===== src/rtl/udlx_pkg.sv =====
// Shared UDLX core definitions: datapath widths, NOP encoding and the
// fetch-unit state encoding.
package udlx_pkg;

   localparam int UDLX_PC_WIDTH   = 20;
   localparam int UDLX_DATA_WIDTH = 32;

   // All-zero word decodes as a no-operation.
   localparam logic [UDLX_DATA_WIDTH-1:0] UDLX_NOP = '0;

   // FETCH: issue or hold a request whose data will be used.
   // DISCARD: an old request is still outstanding after a redirect; its data is dropped.
   typedef enum logic {
      ST_FETCH   = 1'b0,
      ST_DISCARD = 1'b1
   } fetch_state_t;

endpackage


===== src/rtl/fetch_out_reg.sv =====
// Valid/stall output register between fetch and decode. It holds the
// presented instruction while decode stalls and drops it when consumed
// or flushed.
module fetch_out_reg
   import udlx_pkg::*;
#(
   parameter int PC_WIDTH   = UDLX_PC_WIDTH,
   parameter int DATA_WIDTH = UDLX_DATA_WIDTH
) (
   input  logic                  clk,
   input  logic                  rst,
   input  logic                  flush,
   input  logic                  load,
   input  logic                  consume,
   input  logic [DATA_WIDTH-1:0] load_inst,
   input  logic [PC_WIDTH-1:0]   load_pc,
   output logic                  valid,
   output logic [DATA_WIDTH-1:0] inst,
   output logic [PC_WIDTH-1:0]   pc
);

   // Flush beats a new load; a consumed entry without a replacement goes empty.
   always_ff @(posedge clk) begin
      if (rst) begin
         valid <= 1'b0;
         inst  <= DATA_WIDTH'(UDLX_NOP);
         pc    <= '0;
      end else if (flush) begin
         valid <= 1'b0;
      end else if (load) begin
         valid <= 1'b1;
         inst  <= load_inst;
         pc    <= load_pc;
      end else if (consume) begin
         valid <= 1'b0;
      end
   end

endmodule


===== src/rtl/pc_fetch_unit.sv =====
// Instruction fetch unit. It keeps the fetch PC, runs the request/ack
// handshake with instruction memory, handles redirects (including
// dropping an in-flight read) and feeds the decode-facing output register.
module pc_fetch_unit
   import udlx_pkg::*;
#(
   parameter int                   PC_WIDTH       = UDLX_PC_WIDTH,
   parameter int                   DATA_WIDTH     = UDLX_DATA_WIDTH,
   parameter logic [PC_WIDTH-1:0]  PC_RESET_VALUE = '0
) (
   input  logic                  clk,
   input  logic                  rst,
   input  logic                  select_new_pc_in,
   input  logic [PC_WIDTH-1:0]   new_pc_in,
   input  logic                  stall_in,
   output logic                  imem_req_out,
   output logic [PC_WIDTH-1:0]   imem_addr_out,
   input  logic                  imem_ack_in,
   input  logic [DATA_WIDTH-1:0] imem_data_in,
   output logic                  inst_valid_out,
   output logic [DATA_WIDTH-1:0] inst_out,
   output logic [PC_WIDTH-1:0]   pc_out
);

   localparam logic [PC_WIDTH-1:0] WORD_MASK = ~PC_WIDTH'(3);
   localparam logic [PC_WIDTH-1:0] WORD_STEP = PC_WIDTH'(4);

   fetch_state_t        state, state_nxt;
   logic [PC_WIDTH-1:0] fpc, fpc_nxt;
   logic [PC_WIDTH-1:0] fetch_addr;
   logic [PC_WIDTH-1:0] req_addr;
   logic                pend, pend_nxt;
   logic                complete;
   logic                load_out;
   logic                flush_out;

   assign fetch_addr = fpc & WORD_MASK;

   // Request/address: an outstanding request is held unchanged until its ack;
   // a new one starts only when the output slot frees up and no redirect is present.
   always_comb begin
      imem_req_out  = 1'b0;
      imem_addr_out = fetch_addr;
      if (pend) begin
         imem_addr_out = req_addr;
      end
      if (rst) begin
         imem_req_out = 1'b0;
      end else if (state == ST_DISCARD || pend) begin
         imem_req_out = 1'b1;
      end else begin
         imem_req_out = (!inst_valid_out || !stall_in) && !select_new_pc_in;
      end
   end

   assign complete = imem_req_out && imem_ack_in;

   // Next state, next fetch PC and output-register commands.
   always_comb begin
      state_nxt = state;
      fpc_nxt   = fpc;
      pend_nxt  = imem_req_out && !imem_ack_in;
      load_out  = 1'b0;
      flush_out = 1'b0;
      case (state)
         ST_FETCH: begin
            if (select_new_pc_in) begin
               fpc_nxt   = new_pc_in & WORD_MASK;
               flush_out = 1'b1;
               if (imem_req_out && !imem_ack_in) begin
                  state_nxt = ST_DISCARD;
               end
            end else if (complete) begin
               load_out = 1'b1;
               fpc_nxt  = fpc + WORD_STEP;
            end
         end
         ST_DISCARD: begin
            if (select_new_pc_in) begin
               fpc_nxt   = new_pc_in & WORD_MASK;
               flush_out = 1'b1;
            end
            if (imem_ack_in) begin
               state_nxt = ST_FETCH;
            end
         end
         default: begin
            state_nxt = ST_FETCH;
         end
      endcase
   end

   // Control state: FSM, fetch PC and outstanding-request flag.
   always_ff @(posedge clk) begin
      if (rst) begin
         state <= ST_FETCH;
         fpc   <= PC_RESET_VALUE;
         pend  <= 1'b0;
      end else begin
         state <= state_nxt;
         fpc   <= fpc_nxt;
         pend  <= pend_nxt;
      end
   end

   // Capture the address of a newly issued request so it stays stable until acked.
   always_ff @(posedge clk) begin
      if (imem_req_out && !pend) begin
         req_addr <= fetch_addr;
      end
   end

   fetch_out_reg #(
      .PC_WIDTH   (PC_WIDTH),
      .DATA_WIDTH (DATA_WIDTH)
   ) u_out_reg (
      .clk       (clk),
      .rst       (rst),
      .flush     (flush_out),
      .load      (load_out),
      .consume   (!stall_in),
      .load_inst (imem_data_in),
      .load_pc   (imem_addr_out),
      .valid     (inst_valid_out),
      .inst      (inst_out),
      .pc        (pc_out)
   );

endmodule

===== config.mk =====
export PLATFORM = sky130hd
export DESIGN_NAME = pc_fetch_unit
export DESIGN_NICKNAME = d
export VERILOG_FILES = /design/src/rtl/udlx_pkg.sv /design/src/rtl/fetch_out_reg.sv /design/src/rtl/pc_fetch_unit.sv
export SDC_FILE = /design/constraint.sdc
export NUM_CORES = 1
export LEC_CHECK = 0
export CORE_UTILIZATION = 41
export CTS_CLUSTER_SIZE = 30
export DETAILED_ROUTE_END_ITERATION = 10
export PLACE_DENSITY_LB_ADDON = 0.1
export SYNTH_ARGS = -nofsm -noshare
export SYNTH_HDL_FRONTEND = slang
export SYNTH_SLANG_ARGS = --single-unit

===== constraint.sdc =====
create_clock -name clk -period 1.7 [get_ports clk]
set_input_delay 0.255 -clock clk [delete_from_list [all_inputs] [get_ports clk]]
set_output_delay 0.255 -clock clk [all_outputs]
set_load 0.05 [all_outputs]

; ---- Yosys cells after proc, flatten, opt, wreduce, memory -nomap -nowiden
; Cells that the tools add are included.
[classes]
n_addsub = 1
eq_ne = 3
muxes = 17
bitwise_logic = 2
n_reduce_logical = 14
[ops]
columns = op, n
row1 = 2-to-1 mux 20 bit, 4
row2 = case mux 20 bit (2 select lines), 1
row3 = "adder 20 x 3 -> 20 bit, second input constant", 1
row4 = 2-to-1 mux 1 bit, 11
row5 = zero test 1 bit, 5
row6 = logical AND 1 bit, 4
row7 = AND reduction 2 bit, 2
row8 = "!= test 3 bit, second input constant", 1
row9 = logical OR 1 bit, 2
row10 = "!= test 2 x 1 -> 1 bit, second input constant", 1
row11 = "!= test 2 bit, second input constant", 1
row12 = NOT 1 bit, 2
row13 = case mux 1 bit (2 select lines), 1
row14 = OR reduction 2 bit, 1
[totals]
ff_bits = 93
input_bits = 57
out_inout_bits = 74
elab_cells = 44

; ---- Longest topological paths before layout
[depth]
depth_word = 10
mapped_depth = 6
mapped_depth_nobuf = 5

; ---- By module
; From an unflattened synthesis, not the netlist that was laid out.
[unflattened]
cells_unflattened = 452
area_unflattened_um2 = 4659.5
[modules_own_cells]
columns = mod, n_inst, cells_per_inst, area_each_um2, seq_area_each_um2
row1 = fetch_out_reg, 1, 239, 2592.5, 1061.0
row2 = pc_fetch_unit, 1, 213, 2067.0, 940.9

; ---- Least setup slack after synthesis
; Ideal clock, no wire load.
[synth_timing]
kind = register to register
from = register pend
to = register u_out_reg.pc[12]
setup_time_ps = 70
arrival_time_ps = 2086
required_time_ps = 1630
setup_slack_ps = -456
path_stages_with_launch = 6
path_buffers = 2
synth_period_minus_slack_ps = 2156
cell_sequence = dfxtp_1 clkbuf_1 clkbuf_1 o21ai_0 mux2i_1 nor2_1
[synth_between]
elab_cells_between_ends = 9
cone_classes = 6 x mux / 3 x reduce/logical
[synth_rtl]
columns = item, line_no
row1 = start: declaration, pc_fetch_unit.sv:32  ; logic pend, pend_nxt;
row2 = start signal: assignment, pc_fetch_unit.sv:102  ; pend <= pend_nxt;
row3 = 2-to-1 mux 20 bit, pc_fetch_unit.sv:44  ; if (pend) begin
row4 = net imem_addr_out[12], pc_fetch_unit.sv:17  ; output logic [PC_WIDTH-1:0] imem_addr_out,
row5 = end signal: assignment, fetch_out_reg.sv:33  ; pc <= load_pc;
row6 = end: declaration, fetch_out_reg.sv:19  ; output logic [PC_WIDTH-1:0] pc
; The timed path passes the listed nets, and every way through them passes these cells.
; A chain may end at the register's enable or synchronous reset.

; ---- Final worst setup path
[layout_timing]
from = register state
to = register u_out_reg.inst[0]
[layout_between]
elab_chain_cells = 8
[layout_rtl]
columns = item, line_no
row1 = start: declaration, pc_fetch_unit.sv:28  ; fetch_state_t state, state_nxt;
row2 = start signal: assignment, pc_fetch_unit.sv:100  ; state <= state_nxt;
row3 = logical OR 1 bit, pc_fetch_unit.sv:49  ; end else if (state == ST_DISCARD || pend) begin
row4 = 2-to-1 mux 1 bit, pc_fetch_unit.sv:49
row5 = 2-to-1 mux 1 bit, pc_fetch_unit.sv:47  ; if (rst) begin
row6 = logical AND 1 bit, pc_fetch_unit.sv:56  ; assign complete = imem_req_out && imem_ack_in;
row7 = 2-to-1 mux 1 bit, pc_fetch_unit.sv:73  ; end else if (complete) begin
row8 = 2-to-1 mux 1 bit, pc_fetch_unit.sv:67  ; if (select_new_pc_in) begin
row9 = 2-to-1 mux 1 bit *, pc_fetch_unit.sv:65  ; case (state)
row10 = AND reduction 2 bit (no source line) *, -
row11 = end signal: assignment, fetch_out_reg.sv:26  ; inst <= DATA_WIDTH'(UDLX_NOP);
row12 = end signal: assignment, fetch_out_reg.sv:32  ; inst <= load_inst;
row13 = end: declaration, fetch_out_reg.sv:18  ; output logic [DATA_WIDTH-1:0] inst,
; Mark *: on every way between the ends. The rest lies on a longest branch, timed or not.

==> metrics.txt <==
# TYPE chip_impl_metric gauge
chip_impl_metric{name="swShare",unit="%"} 29.9
chip_impl_info{name="most_frequently_used_cell_type_in_the_post_synthesis_netlist",value="dfxtp_1"} 1
chip_impl_info{name="timing.critical_path.from_type",value="register"} 1
chip_impl_metric{name="arrival",unit="ns"} 1.90
chip_impl_metric{name="vias_per_cell",unit=""} 5.13
chip_impl_metric{name="grt_pass1_vias",unit=""} 3506
chip_impl_metric{name="reg2reg_setup_slack",unit="ns"} 0.03
chip_impl_metric{name="worst_slack",unit="ns"} 0.0347
chip_impl_metric{name="share_comb_of_total_power",unit="%"} 21.6
chip_impl_metric{name="timing.reg2reg.worst_path_depth",unit=""} 6
chip_impl_info{name="clock_tree_from_tritoncts",value="yes"} 1
chip_impl_metric{name="synth_edf_count",unit=""} 18
chip_impl_metric{name="timing.final.hold_violations",unit=""} 0
chip_impl_metric{name="dp.cells",unit=""} 669
chip_impl_metric{name="grt_pass1_wl",unit="µm"} 17000
chip_impl_metric{name="drt_pass1_iterations",unit=""} 4
chip_impl_metric{name="syn_to_final_growth",unit="%"} 51.9
chip_impl_metric{name="cts_sink_cnt",unit=""} 89
chip_impl_metric{name="globalRoute.totalOverflow",unit=""} 0
chip_impl_metric{name="post_synthesis_cell_type_count",unit=""} 55
chip_impl_metric{name="placementRows",unit=""} 35
chip_impl_info{name="startpoint_of_the_worst_setup_timing_path",value="state$_SDFF_PP0_"} 1
chip_impl_info{name="clock-root-buffer",value="clkbuf_8"} 1
chip_impl_metric{name="fin_nets",unit=""} 613
chip_impl_metric{name="holdPathStages",unit=""} 3
chip_impl_metric{name="cellLeakagePower",unit="nW"} 2.39
chip_impl_metric{name="antenna_found_initial",unit=""} 0
chip_impl_metric{name="core_area",unit="µm²"} 9240
chip_impl_metric{name="cp_data_required_time",unit="ns"} 1.94
chip_impl_metric{name="finClkSkew",unit="ns"} 0.0152
chip_impl_metric{name="cts-buffers-inserted",unit=""} 9
chip_impl_metric{name="synth_top_area_share",unit="%"} 36.2
chip_impl_metric{name="path_max_fanout",unit=""} 10
chip_impl_metric{name="pwr-share-clk",unit="%"} 29.5
chip_impl_metric{name="timing.final.crit_share",unit="%"} 98.0
chip_impl_metric{name="fmaxAchievable",unit="MHz"} 600
chip_impl_metric{name="netlist_instances",unit=""} 385
chip_impl_metric{name="yosys_warnings",unit=""} 0
chip_impl_metric{name="grt_use_total",unit="%"} 21.7
chip_impl_metric{name="die_width",unit="µm"} 99.8
chip_impl_info{name="synth_top_flop_cell",value="dfxtp_1"} 1
chip_impl_metric{name="final_cells",unit=""} 689
chip_impl_metric{name="fin_area",unit="µm²"} 5960
chip_impl_metric{name="initial_utilization",unit="%"} 42.5
chip_impl_metric{name="syn_avg_cell_area",unit="µm²"} 10.2
chip_impl_info{name="worst_setup_path_end_kind",value="register"} 1
chip_impl_metric{name="vias",unit=""} 3536
chip_impl_metric{name="ioPinCount",unit=""} 131
chip_impl_info{name="post_synth_top_cells",value="dfxtp_1 (71), nor2_1 (61), mux2i_1 (51)"} 1
chip_impl_metric{name="vdd_drop_max",unit="V"} 0.000459
chip_impl_metric{name="die_h",unit="µm"} 99.8
chip_impl_info{name="run_status",value="finished clean"} 1
chip_impl_metric{name="detail_route.drc_violations",unit=""} 0
chip_impl_metric{name="finalSetupViolCount",unit=""} 0
chip_impl_metric{name="finalSetupTns",unit="ns"} 0
chip_impl_info{name="crit-reg2reg-capture",value="u_out_reg.inst[0]$_SDFFE_PP0P_"} 1
chip_impl_metric{name="hpwlAfterDp",unit="µm"} 7490
chip_impl_metric{name="drv_slew",unit=""} 0
chip_impl_metric{name="post_layout_util",unit="%"} 64.5
chip_impl_info{name="timing.rr.start",value="state$_SDFF_PP0_"} 1
chip_impl_metric{name="power",unit="mW"} 4.68
chip_impl_metric{name="final_antenna_violating_net_count",unit=""} 0
chip_impl_info{name="crit_type",value="register to register"} 1
chip_impl_metric{name="wirelength",unit="µm"} 10700
chip_impl_metric{name="grt_max_degree",unit=""} 29
chip_impl_metric{name="finalCriticalPeriod",unit="ns"} 1.67
chip_impl_metric{name="place_congestion",unit=""} 0.903
chip_impl_metric{name="seq_area_frac_synth",unit="%"} 50.0
chip_impl_metric{name="hold_ws",unit="ns"} 0.378
chip_impl_metric{name="placedInstanceArea",unit="µm²"} 5500
chip_impl_metric{name="antenna_cells",unit=""} 0
chip_impl_metric{name="place_ws",unit="ns"} -0.417
chip_impl_metric{name="dieArea",unit="µm²"} 9960
chip_impl_metric{name="worst_setup_hold_path_clk_slew",unit="ns"} 0.09
chip_impl_metric{name="internal_portion_of_total_power",unit="mW"} 3.28
chip_impl_metric{name="synth_seq_cells",unit=""} 89
chip_impl_metric{name="cts-hold-fix-buffers",unit=""} 0
chip_impl_info{name="synth_area_leader_cell",value="dfxtp_1"} 1
chip_impl_metric{name="async_reset_ff_share",unit="%"} 0
chip_impl_metric{name="pwr-share-seq",unit="%"} 48.9
chip_impl_metric{name="buffer_ports.inserted",unit=""} 124
chip_impl_metric{name="clock_tree.htree_level_count",unit=""} 3
chip_impl_info{name="endpoint",value="u_out_reg.inst[0]$_SDFFE_PP0P_"} 1
chip_impl_info{name="critical_path.cell_chain",value="or2_4 > a2111oi_4 > buf_6 > buf_12 > mux2i_1 > nor2_1"} 1
chip_impl_info{name="timing.critical_path.slowest_stage_cell",value="dfxtp_2"} 1
chip_impl_metric{name="clock_tree.buffer_depth",unit=""} 2
chip_impl_metric{name="post_route_cells_drive_above_1_share",unit="%"} 33.2
chip_impl_info{name="worst_hold_path_type",value="input pin to register"} 1
chip_impl_metric{name="crit_path_max_incr_delay",unit="ns"} 0.37
chip_impl_metric{name="first_iter_violations",unit=""} 138
chip_impl_metric{name="cap_viol_max_count",unit=""} 0
chip_impl_metric{name="total_power_density_per_cell_area",unit="nW/µm²"} 786
chip_impl_metric{name="clock_insertion_delay_worst_skew",unit="ns"} 0.36
chip_impl_info{name="synth_top_cells_by_area",value="dfxtp_1 (36%), edfxtp_1 (14%), mux2i_1 (13%)"} 1
chip_impl_metric{name="total_switching_power",unit="mW"} 1.40
chip_impl_metric{name="avgRoutedWirePerCell",unit="µm"} 15.5
chip_impl_info{name="rsz0062_at_grt",value="yes"} 1
chip_impl_metric{name="synthesis.area",unit="µm²"} 3920
cells by family (layout without fill, tap and decap cells):
family          after synthesis  count (layout)  synth area share (%)
compound gates               62              62                  11.4
buf+inv                      36             208                  5.10
mux                          67              67                  17.6
other cells                   1               4                0.0956
flops                        89              89                  50.0
fa+ha+maj                     1               1                 0.319
simple gates                129             129                  15.5
state kept, by name, summed over array words and instances (netlist names):
name and count:
u_out_reg.inst 32, state 1, req_addr 18, fpc 18, u_out_reg.pc 18, pend 1, u_out_reg.valid 1
cell usage in the layout, fill, tap and decap left out, types with 2 or more instances in the layout:
cell,Yosys,layout
inv_1,7,7
a21o_1,2,2
nor2_1,61,59
or3_1,2,2
clkdlybuf4s50_1,0,51
nand4_1,8,8
o41a_1,2,2
dfxtp_2,0,6
nor2_2,0,2
and2_1,5,5
a21boi_0,2,2
and4_1,3,3
nand3b_1,2,2
o31a_1,4,4
buf_4,4,103
o211ai_1,2,2
nand2_1,22,20
dfxtp_1,71,64
conb_1,1,4
clkbuf_8,0,10
nor3_1,5,5
buf_12,0,9
o21ai_2,1,2
o21ai_0,13,11
edfxtp_1,18,18
mux2_4,0,16
nand3_1,8,8
nand2_2,0,2
a21oi_1,14,14
mux2i_1,51,49
buf_6,6,18
nor4_2,0,2
inv_6,0,2
a31oi_1,3,3
o22ai_1,3,3
o32ai_1,2,2
a311oi_1,2,2
layout make-up:
| class | count | area (µm²) |
|---|---|---|
| Fill cell | 774 | 3280 |
| Sequential cell | 89 | 1970 |
| Multi-Input combinational cell | 263 | 1900 |
| Timing Repair Buffer | 185 | 1720 |
| Tap cell | 129 | 161 |
| Clock buffer | 11 | 141 |
| Clock inverter | 5 | 38.8 |
| Inverter | 7 | 26.3 |
worst min-delay path by stage:
stage | slack, ns | to | startpoint
after detailed placement | 0.47 | req_addr[4]$_DFFE_PP_ | fpc[4]$_SDFFE_PP0P_
after global routing | 0.39 | state$_SDFF_PP0_ | imem_ack_in
after CTS | 0.36 | pend$_SDFF_PP0_ | imem_ack_in
final | 0.38 | pend$_SDFF_PP0_ | imem_ack_in
after floorplan | 0.33 | pend$_SDFF_PP0_ | imem_ack_in
after global placement | 0.47 | req_addr[4]$_DFFE_PP_ | fpc[4]$_SDFFE_PP0P_
power by group through the flow:
stage / Combinational, mW / Sequential [mW] / Clock [mW]
finish: 1.01 / 2.29 / 1.38
global route: 1.07 / 2.30 / 1.50
CTS: 0.976 / 2.28 / 1.42
detailed placement: 0.940 / 2.33 / 0
global placement: 0.931 / 2.33 / 0
floorplan: 0.446 / 2.42 / 0
metal layers:
| metal | track usage, % | part of all wire [%] | vias to the layer above | routed length [µm] |
|---|---|---|---|---|
| li1 | - | - | 1715 | - |
| met1 | 27.6 | 43 | 1660 | 4590 |
| met2 | 35.0 | 48 | 137 | 5100 |
| met3 | 5.22 | 7.0 | 24 | 749 |
| met4 | 9.84 | 2.1 | 0 | 226 |
| met5 | 0 | 0 | - | 0 |
what timing repair did:
action | CTS | global route
cloned | 0 | 1
setup endpoints to repair | 68 | 67
buffers inserted | 0 | 3
pin swaps | 1 | 2
resized for setup | 28 | 35
worst max-delay path, delay by kind of cell, from the launching register on:
kind / cells / cell delay, ns
simple gates: 2 / 0.31
buf+inv: 2 / 0.33
mux: 1 / 0.19
compound gates: 1 / 0.34
flops: 1 / 0.37
Note: power is estimated with default switching activity, not from simulation.
